### src/rtl/rv32im_alu_issue.sv
// RV32IM decode/issue stage feeding the integer ALU: decodes OP, OP-IMM, LUI and
// AUIPC into a registered ALU operation and operands. Define RV32IM_ALU_ISSUE_ILLEGAL_TRAP_EN to flag unsupported encodings.
module rv32im_alu_issue #(
  parameter int unsigned XLEN = 32
) (
  input  logic            clk_i,
  input  logic            reset_ni,
  input  logic            clear_i,
  input  logic [31:0]     instr_i,
  input  logic [XLEN-1:0] pc_i,
  input  logic            instr_valid_i,
  output logic            instr_ready_o,
  output logic [4:0]      rs1_addr_o,
  output logic [4:0]      rs2_addr_o,
  input  logic [XLEN-1:0] rs1_data_i,
  input  logic [XLEN-1:0] rs2_data_i,
  input  logic            stall_i,
  output logic [3:0]      operation_o,
  output logic [XLEN-1:0] operand1_o,
  output logic [XLEN-1:0] operand2_o,
  output logic            data_ready_o,
  output logic [4:0]      rd_o,
  output logic            rd_write_o,
  output logic            illegal_o
);

  typedef enum logic [3:0] {
    ALU_ADD  = 4'b0000,
    ALU_SLL  = 4'b0001,
    ALU_SLT  = 4'b0010,
    ALU_SLTU = 4'b0011,
    ALU_XOR  = 4'b0100,
    ALU_SRL  = 4'b0101,
    ALU_OR   = 4'b0110,
    ALU_AND  = 4'b0111,
    ALU_SUB  = 4'b1000,
    ALU_SRA  = 4'b1101
  } alu_op_e;

  typedef enum logic [6:0] {
    OPC_OP     = 7'b0110011,
    OPC_OP_IMM = 7'b0010011,
    OPC_LUI    = 7'b0110111,
    OPC_AUIPC  = 7'b0010111
  } opcode_e;

  logic [6:0]      opcode;
  logic [2:0]      funct3;
  logic [6:0]      funct7;
  logic [XLEN-1:0] rs1_val;
  logic [XLEN-1:0] rs2_val;
  logic [XLEN-1:0] imm_i;
  logic [XLEN-1:0] imm_u;
  logic [XLEN-1:0] shamt;

  logic            dec_legal;
  alu_op_e         dec_op;
  logic [XLEN-1:0] dec_a;
  logic [XLEN-1:0] dec_b;

  logic            accept;

  alu_op_e         op_q, op_d;
  logic [XLEN-1:0] opa_q, opa_d;
  logic [XLEN-1:0] opb_q, opb_d;
  logic            ready_q, ready_d;
  logic [4:0]      rd_q, rd_d;
  logic            rd_write_q, rd_write_d;
  logic            illegal_q, illegal_d;

  assign opcode     = instr_i[6:0];
  assign funct3     = instr_i[14:12];
  assign funct7     = instr_i[31:25];
  assign rs1_addr_o = instr_i[19:15];
  assign rs2_addr_o = instr_i[24:20];

  // x0 reads as zero whatever the register file returns
  assign rs1_val = (rs1_addr_o == 5'd0) ? '0 : rs1_data_i;
  assign rs2_val = (rs2_addr_o == 5'd0) ? '0 : rs2_data_i;
  assign imm_i   = {{(XLEN-12){instr_i[31]}}, instr_i[31:20]};
  assign imm_u   = {instr_i[31:12], 12'b0};
  assign shamt   = {{(XLEN-5){1'b0}}, instr_i[24:20]};

  assign instr_ready_o = reset_ni & ~clear_i & (~ready_q | ~stall_i);
  assign accept        = instr_valid_i & instr_ready_o;

  always_comb begin
    dec_legal = 1'b0;
    dec_op    = ALU_ADD;
    dec_a     = '0;
    dec_b     = '0;
    case (opcode)
      OPC_OP: begin
        dec_a  = rs1_val;
        dec_b  = rs2_val;
        dec_op = alu_op_e'({funct7[5], funct3});
        if (funct7 == 7'b0000000) begin
          dec_legal = 1'b1;
        end else if (funct7 == 7'b0100000 &&
                     (funct3 == 3'b000 || funct3 == 3'b101)) begin
          dec_legal = 1'b1;
        end
      end
      OPC_OP_IMM: begin
        dec_a     = rs1_val;
        dec_b     = imm_i;
        dec_op    = alu_op_e'({1'b0, funct3});
        dec_legal = 1'b1;
        if (funct3 == 3'b001) begin
          dec_b     = shamt;
          dec_legal = (funct7 == 7'b0000000);
        end else if (funct3 == 3'b101) begin
          dec_b = shamt;
          if (funct7 == 7'b0000000) begin
            dec_op = ALU_SRL;
          end else if (funct7 == 7'b0100000) begin
            dec_op = ALU_SRA;
          end else begin
            dec_legal = 1'b0;
          end
        end
      end
      OPC_LUI: begin
        dec_b     = imm_u;
        dec_legal = 1'b1;
      end
      OPC_AUIPC: begin
        dec_a     = pc_i;
        dec_b     = imm_u;
        dec_legal = 1'b1;
      end
      default: ;
    endcase
  end

  always_comb begin
    op_d       = op_q;
    opa_d      = opa_q;
    opb_d      = opb_q;
    ready_d    = ready_q;
    rd_d       = rd_q;
    rd_write_d = rd_write_q;
    illegal_d  = illegal_q;
    if (clear_i) begin
      ready_d    = 1'b0;
      rd_write_d = 1'b0;
      illegal_d  = 1'b0;
    end else if (accept) begin
      rd_d = instr_i[11:7];
      if (dec_legal) begin
        op_d       = dec_op;
        opa_d      = dec_a;
        opb_d      = dec_b;
        ready_d    = 1'b1;
        rd_write_d = (instr_i[11:7] != 5'd0);
        illegal_d  = 1'b0;
      end else begin
`ifdef RV32IM_ALU_ISSUE_ILLEGAL_TRAP_EN
        ready_d    = 1'b0;
        rd_write_d = 1'b0;
        illegal_d  = 1'b1;
`else
        op_d       = ALU_ADD;
        opa_d      = '0;
        opb_d      = '0;
        ready_d    = 1'b1;
        rd_write_d = 1'b0;
        illegal_d  = 1'b0;
`endif
      end
    end else if (!stall_i) begin
      // releasing the stall retires both a valid issue and a pending illegal flag
      ready_d   = 1'b0;
      illegal_d = 1'b0;
    end
  end

  always_ff @(posedge clk_i or negedge reset_ni) begin
    if (!reset_ni) begin
      op_q       <= ALU_ADD;
      opa_q      <= '0;
      opb_q      <= '0;
      ready_q    <= 1'b0;
      rd_q       <= '0;
      rd_write_q <= 1'b0;
      illegal_q  <= 1'b0;
    end else begin
      op_q       <= op_d;
      opa_q      <= opa_d;
      opb_q      <= opb_d;
      ready_q    <= ready_d;
      rd_q       <= rd_d;
      rd_write_q <= rd_write_d;
      illegal_q  <= illegal_d;
    end
  end

  assign operation_o  = op_q;
  assign operand1_o   = opa_q;
  assign operand2_o   = opb_q;
  assign data_ready_o = ready_q;
  assign rd_o         = rd_q;
  assign rd_write_o   = rd_write_q;
  assign illegal_o    = illegal_q;

endmodule
### config.mk
export PLATFORM = sky130hd
export DESIGN_NAME = rv32im_alu_issue
export DESIGN_NICKNAME = d
export VERILOG_FILES = /design/src/rtl/rv32im_alu_issue.sv
export SDC_FILE = /design/constraint.sdc
export NUM_CORES = 1
export LEC_CHECK = 0
export CORE_MARGIN = 5
export CORE_UTILIZATION = 37
export DETAILED_ROUTE_END_ITERATION = 12
export PLACE_DENSITY_LB_ADDON = 0.2
export SETUP_SLACK_MARGIN = 0.5
export SYNTH_ARGS = -nofsm -noshare
export SYNTH_HDL_FRONTEND = slang
export SYNTH_SLANG_ARGS = --single-unit
### constraint.sdc
create_clock -name clk_i -period 2.2 [get_ports clk_i]
set_input_delay 0.44 -clock clk_i [delete_from_list [all_inputs] [get_ports clk_i]]
set_output_delay 0.44 -clock clk_i [all_outputs]
set_load 0.1 [all_outputs]
Word-level counts from Yosys, hierarchy flattened
Cells that the tools add are included.
{"block": "totals", "reg_bits": 76, "in_bits": 133, "output_inout_bits": 87, "wordCells": 62}
{"block": "classes", "eq_ne": 8, "n_mux": 29, "bitwise_logic": 7, "n_reduce_logical": 11}
{"operator": "$mux 32", "count": 6}
{"operator": "$pmux 32 s3", "count": 1}
{"operator": "$pmux 32 s2", "count": 1}
{"operator": "$eq 7x6->1 const B", "count": 3}
{"operator": "$mux 4", "count": 5}
{"operator": "$eq 7x5->1 const B", "count": 2}
{"operator": "$mux 1", "count": 14}
{"operator": "$logic_not 5->1", "count": 2}
{"operator": "$pmux 4 s2", "count": 1}
{"operator": "$logic_not 7->1", "count": 1}
{"operator": "$reduce_bool 5->1", "count": 1}
{"operator": "$reduce_or 2->1", "count": 2}
{"operator": "$and 1x1->1", "count": 3}
{"operator": "$eq 3x1->1 const B", "count": 1}
{"operator": "$eq 3x3->1 const B", "count": 1}
{"operator": "$logic_not 3->1", "count": 1}
{"operator": "$ne 3x2->1 const B", "count": 1}
{"operator": "$not 1->1", "count": 3}
{"operator": "$pmux 1 s3", "count": 1}
{"operator": "$reduce_and 2->1", "count": 1}
{"operator": "$reduce_bool 2->1", "count": 1}
{"operator": "$logic_and 1x1->1", "count": 1}
{"operator": "$logic_or 1x1->1", "count": 1}
{"operator": "$or 1x1->1", "count": 1}

Logic depth before layout (Yosys ltp)
{"block": "depth", "depth_word": 9, "mapped_depth": 7, "depth_no_buf": 4}

Worst setup path after synthesis
OpenSTA, ideal clock, no wires.
{"block": "synth_timing", "kind": "reg2out", "startpoint": "register ready_q (netlist: data_ready_o)", "endpoint": "output port instr_ready_o", "arrival_time_ps": 1754, "required_time_ps": 1760, "path_slack_ps": 6, "path_stages_with_launch": 3, "n_path_buf": 0, "cell_sequence": "dfrtp_1 nand2_1 and3b_1"}
{"block": "synth_between", "elab_chain_len": 3}
{"element": "start: declaration", "line": "66", "source": "logic ready_q, ready_d;"}
{"element": "start signal: assignment", "line": "191", "source": "ready_q <= ready_d;"}
{"element": "$not 1->1", "line": "84", "source": "assign instr_ready_o = reset_ni & ~clear_i & (~ready_q | ~stall_i);"}
{"element": "$or 1x1->1", "line": "84"}
{"element": "$and 1x1->1", "line": "84"}
{"element": "end: declaration", "line": "12", "source": "output logic instr_ready_o,"}
No other way between the ends.

Worst setup path after layout
{"block": "layout_timing", "startpoint": "input port instr_i[12]", "endpoint": "register opb_q[27] (netlist: operand2_o[27])"}
{"block": "layout_between", "elab_chain_len": 7}
{"element": "start: declaration", "line": "9", "source": "input logic [31:0] instr_i,"}
{"element": "$eq 3x3->1 / $logic_not 3->1 (equally long branches)", "line": "100, 112"}
{"element": "$logic_or 1x1->1", "line": "100", "source": "(funct3 == 3'b000 || funct3 == 3'b101)) begin"}
{"element": "$logic_and 1x1->1", "line": "99", "source": "end else if (funct7 == 7'b0100000 &&"}
{"element": "$mux 1", "line": "99"}
{"element": "$mux 1", "line": "97", "source": "if (funct7 == 7'b0000000) begin"}
{"element": "$pmux 1 s3", "line": "92", "source": "case (opcode)"}
{"element": "$mux 32 *", "line": "150", "source": "if (dec_legal) begin"}
{"element": "end signal: assignment", "line": "190", "source": "opb_q <= opb_d;"}
{"element": "end: declaration", "line": "65", "source": "logic [XLEN-1:0] opb_q, opb_d;"}
Every way passes the cells marked *; elsewhere a longest branch is shown, timed or not.
A chain may end at the register's enable or synchronous reset.

==> results.md <==
- Status: complete, no violations
- Largest buffer count on any clock path: 2
- Total of flip-flops plus latches after synthesis: 75
- VDD IR-drop max: between 0.0004 and 0.0005 V
- Worst min-delay path category: primary input to async pin
- Total routing usage reported by global routing: about a quarter
- Unrepaired setup endpoints after global routing: true
- Average footprint of a synthesized cell: slightly below 10 um^2
- Antenna-violating nets left: 0
- Maximum number of pins on one net before global-route repair: 76
- Hold Buf Count CTS: 0
- Vias per inst: 5.34
- Max Clk Rate: 544 MHz
- Detail Placement HPWL: 10400 um
- DR pass1 iterations: 5
- Number of hold violations in the final report: 0
- Overall die area: 0.0118 mm^2
- Cell with the largest stage delay on the worst path: sky130_fd_sc_hd__a2111o_2
- Stages on the worst setup path: 8
- Routability congestion estimate from global placement: between 0.8 and 0.9
- Cells along the critical path: clkdlybuf4s15_2, nor2b_1, o21a_1, a2111o_2, buf_6, buf_12, buf_16, o21ai_2
- Number of flops mapped to enable cells by yosys: 0
- Die height: 108 um
- Data required time of the worst path: 2.48 ns
- Synthesized netlist net count: 498
- CTS buffer count: 9
- CP startpoint kind: primary input
- Reg2reg setup slack: 0.38 ns
- Stage delay of the slowest cell on the critical path: 0.52 ns
- Worst slew margin relative to its limit: 33.6%
- Post-detailed-route DRC marker count: 0
- Power per cell area: 494 mW/mm^2
- Number of antenna violations at the first check in global routing: 2
- Leakage power summed over all cells: 0.00329 uW
- Number of cells on the worst reg-to-reg path: 7
- Cell accounting for the most synthesized area: sky130_fd_sc_hd__dfrtp_1
- Share of the synthesized area in the top cell type: a little over half
- Final cell count without fillers: 763
- Portion of the clock cycle consumed by the worst path in the final layout: between 80 and 90%
- I/O pin count: 220
- FFs w/ async S/R, synth: 100%
- CP endpoint kind: flip-flop
- Final standard cell utilization of the core: between 70% and 80%
- Cell with the most instances after synthesis: sky130_fd_sc_hd__nand2_1
- Actual slew at the worst max-slew pin: 0.995 ns
- Area Growth Syn to Fin: 98.2%
- Prevailing post-synth register cell: sky130_fd_sc_hd__dfrtp_1
- Die width: ~110 um
- Largest fanout on the critical path: 5
- Vias after detailed routing: about 4100
- Routed WL: 15300 um
- Data arrival time of the critical path: ~2.1 ns
- Routed length per placed instance: between 20 and 25 um
- Placed Cells incl. Taps: roughly 720
- Dominant cells by area after synthesis: sky130_fd_sc_hd__dfrtp_1, sky130_fd_sc_hd__nand2_1, sky130_fd_sc_hd__a22oi_1, sky130_fd_sc_hd__o21ai_0, sky130_fd_sc_hd__a221oi_1
- Port-buffer cells: 218
- Core area: 0.00959 mm^2
- Root Buffer: sky130_fd_sc_hd__clkbuf_8
- Global route overflow: 0
- Clock latency on the worst-skew pair: between 0.3 and 0.4 ns
- Post-Syn Area: ~0.0036 mm^2
- Sum Neg Setup Slack: 0 ns
- Category of cells accounting for the largest share of critical-path delay: compound AO/OA/AOI/OAI gates
- Count of different cell masters after synthesis: 38
- Clock tree from TritonCTS: done
- Sequential area share after synthesis: 52.3%
- H-tree depth reported by CTS: 3
- Kind of critical path: primary input to flip-flop
- Fraction of layout cells with a size suffix above 1: between 40% and 50%
- Effective utilization at floorplan: between 30% and 40%
- Vias in the first global route: between 4000 and 5000
- FP Rows: 36
- Global-route wire length before repair: between 20000 and 25000 um
- WP buf/inv: 4
- Synth Instances: 365
- Post-Route Hold Slack: between 0.3 and 0.4 ns
- Leading post-synthesis cells by instance count: sky130_fd_sc_hd__nand2_1, sky130_fd_sc_hd__dfrtp_1, sky130_fd_sc_hd__o21ai_0
- Shortest period the worst path allows: 1.84 ns
- Number of DRC markers after the initial detailed-route iteration: 173
- Net count reported at finish: between 700 and 800
- Max Cap Viol: 0
- Clock-pin slew of the registers on the worst-case setup and hold paths: 0.09 ns
- Clock Sinks: 75
- Total of endpoints with negative setup slack in the final report: 0
- Yosys warning total: 0
- Slew Limit Fails: 0
- Largest clock skew in the final design: ~0.011 ns
layout by cell type, fill, tap and decap left out, types with 2 or more instances in the layout:
| cell | count |
|---|---|
| sky130_fd_sc_hd__nor2_1 | 3 |
| sky130_fd_sc_hd__clkdlybuf4s15_2 | 2 |
| sky130_fd_sc_hd__mux2_2 | 5 |
| sky130_fd_sc_hd__mux2i_1 | 2 |
| sky130_fd_sc_hd__buf_16 | 7 |
| sky130_fd_sc_hd__clkbuf_8 | 11 |
| sky130_fd_sc_hd__clkbuf_1 | 2 |
| sky130_fd_sc_hd__a21oi_2 | 2 |
| sky130_fd_sc_hd__o21ai_4 | 3 |
| sky130_fd_sc_hd__o21ai_0 | 3 |
| sky130_fd_sc_hd__nor4_4 | 2 |
| sky130_fd_sc_hd__o21ai_1 | 2 |
| sky130_fd_sc_hd__a221oi_1 | 4 |
| sky130_fd_sc_hd__o31ai_4 | 3 |
| sky130_fd_sc_hd__o21ai_2 | 50 |
| sky130_fd_sc_hd__dlygate4sd2_1 | 14 |
| sky130_fd_sc_hd__a2bb2oi_1 | 4 |
| sky130_fd_sc_hd__a221oi_2 | 12 |
| sky130_fd_sc_hd__o31ai_2 | 6 |
| sky130_fd_sc_hd__diode_2 | 3 |
| sky130_fd_sc_hd__a221oi_4 | 2 |
| sky130_fd_sc_hd__o31ai_1 | 2 |
| sky130_fd_sc_hd__buf_6 | 15 |
| sky130_fd_sc_hd__buf_12 | 18 |
| sky130_fd_sc_hd__inv_1 | 3 |
| sky130_fd_sc_hd__dfrtp_1 | 74 |
| sky130_fd_sc_hd__clkdlybuf4s50_1 | 106 |
| sky130_fd_sc_hd__nand2_1 | 78 |
| sky130_fd_sc_hd__o41ai_4 | 2 |
| sky130_fd_sc_hd__buf_4 | 115 |
| sky130_fd_sc_hd__dlymetal6s2s_1 | 5 |
| sky130_fd_sc_hd__nor2b_1 | 2 |
| sky130_fd_sc_hd__a22oi_1 | 39 |
per-stage QoR:
step,worst slack [ns],power (uW),cell area [um^2]
detailed placement,-0.521,2430,6040
CTS,0.332,3490,6920
floorplan,0.379,1950,3600
finish,0.362,3510,7110
global route,0.336,3640,7100
global placement,-0.428,2430,6040
cells by family after synthesis:
kind of cell / Yosys count / synth area share (%)
AO/OA/AOI/OAI: 141 / 27.5
flip-flops: 75 / 52.3
multiplexers: 7 / 2.13
other: 1 / 0.105
buffers and inverters: 43 / 6.21
AND/OR/NAND/NOR: 98 / 11.8
state kept, by name (all words and copies together), names as in the netlist:
name	count
data_ready_o	1
operand1_o	32
operand2_o	32
operation_o	4
rd_o	5
rd_write_o	1
per-layer routing:
metal,share of wire (%),global-route usage [%],vias to the layer above
li1,-,-,1851
met1,38,30.1,1993
met2,49,43.4,197
met3,9.9,8.12,31
met4,2.8,10.8,2
met5,0.046,0,-
area by class of cell:
class                   instances  area [um^2]
well taps                     133          166
diodes                          3         7.51
clock inverters                 3         21.3
fillers                       667         2480
clock buffers                  13          159
inverters                       4         15.0
repair buffers                285         2880
multi-input cells             247         1980
flip-flops and latches         75         1880
where the power goes:
part	switching [uW]	internal, uW	leakage, uW	total, uW
clock	537	475	0.0000901	1010
sequential	17.3	1410	0.00103	1430
combinational	631	441	0.00217	1070
total	1190	2330	0.00329	3510
timing repair:
item,CTS,global route
gates cloned,7,0
setup buffers,15,5
endpoints found under the setup margin,74,74
pin swaps,55,8
resized for setup,180,29
path summary, 6_finish.rpt:
kind,start,to
max,instr_i[12],operand2_o[27]
min,reset_ni,operand2_o[30]
max reg2reg,data_ready_o,operand2_o[27]
min reg2reg,operand2_o[25],operand2_o[25]
max in group asynchronous,reset_ni,data_ready_o
min in group clk_i,clear_i,data_ready_o
No activity file was read; power rests on OpenSTA's default activity.
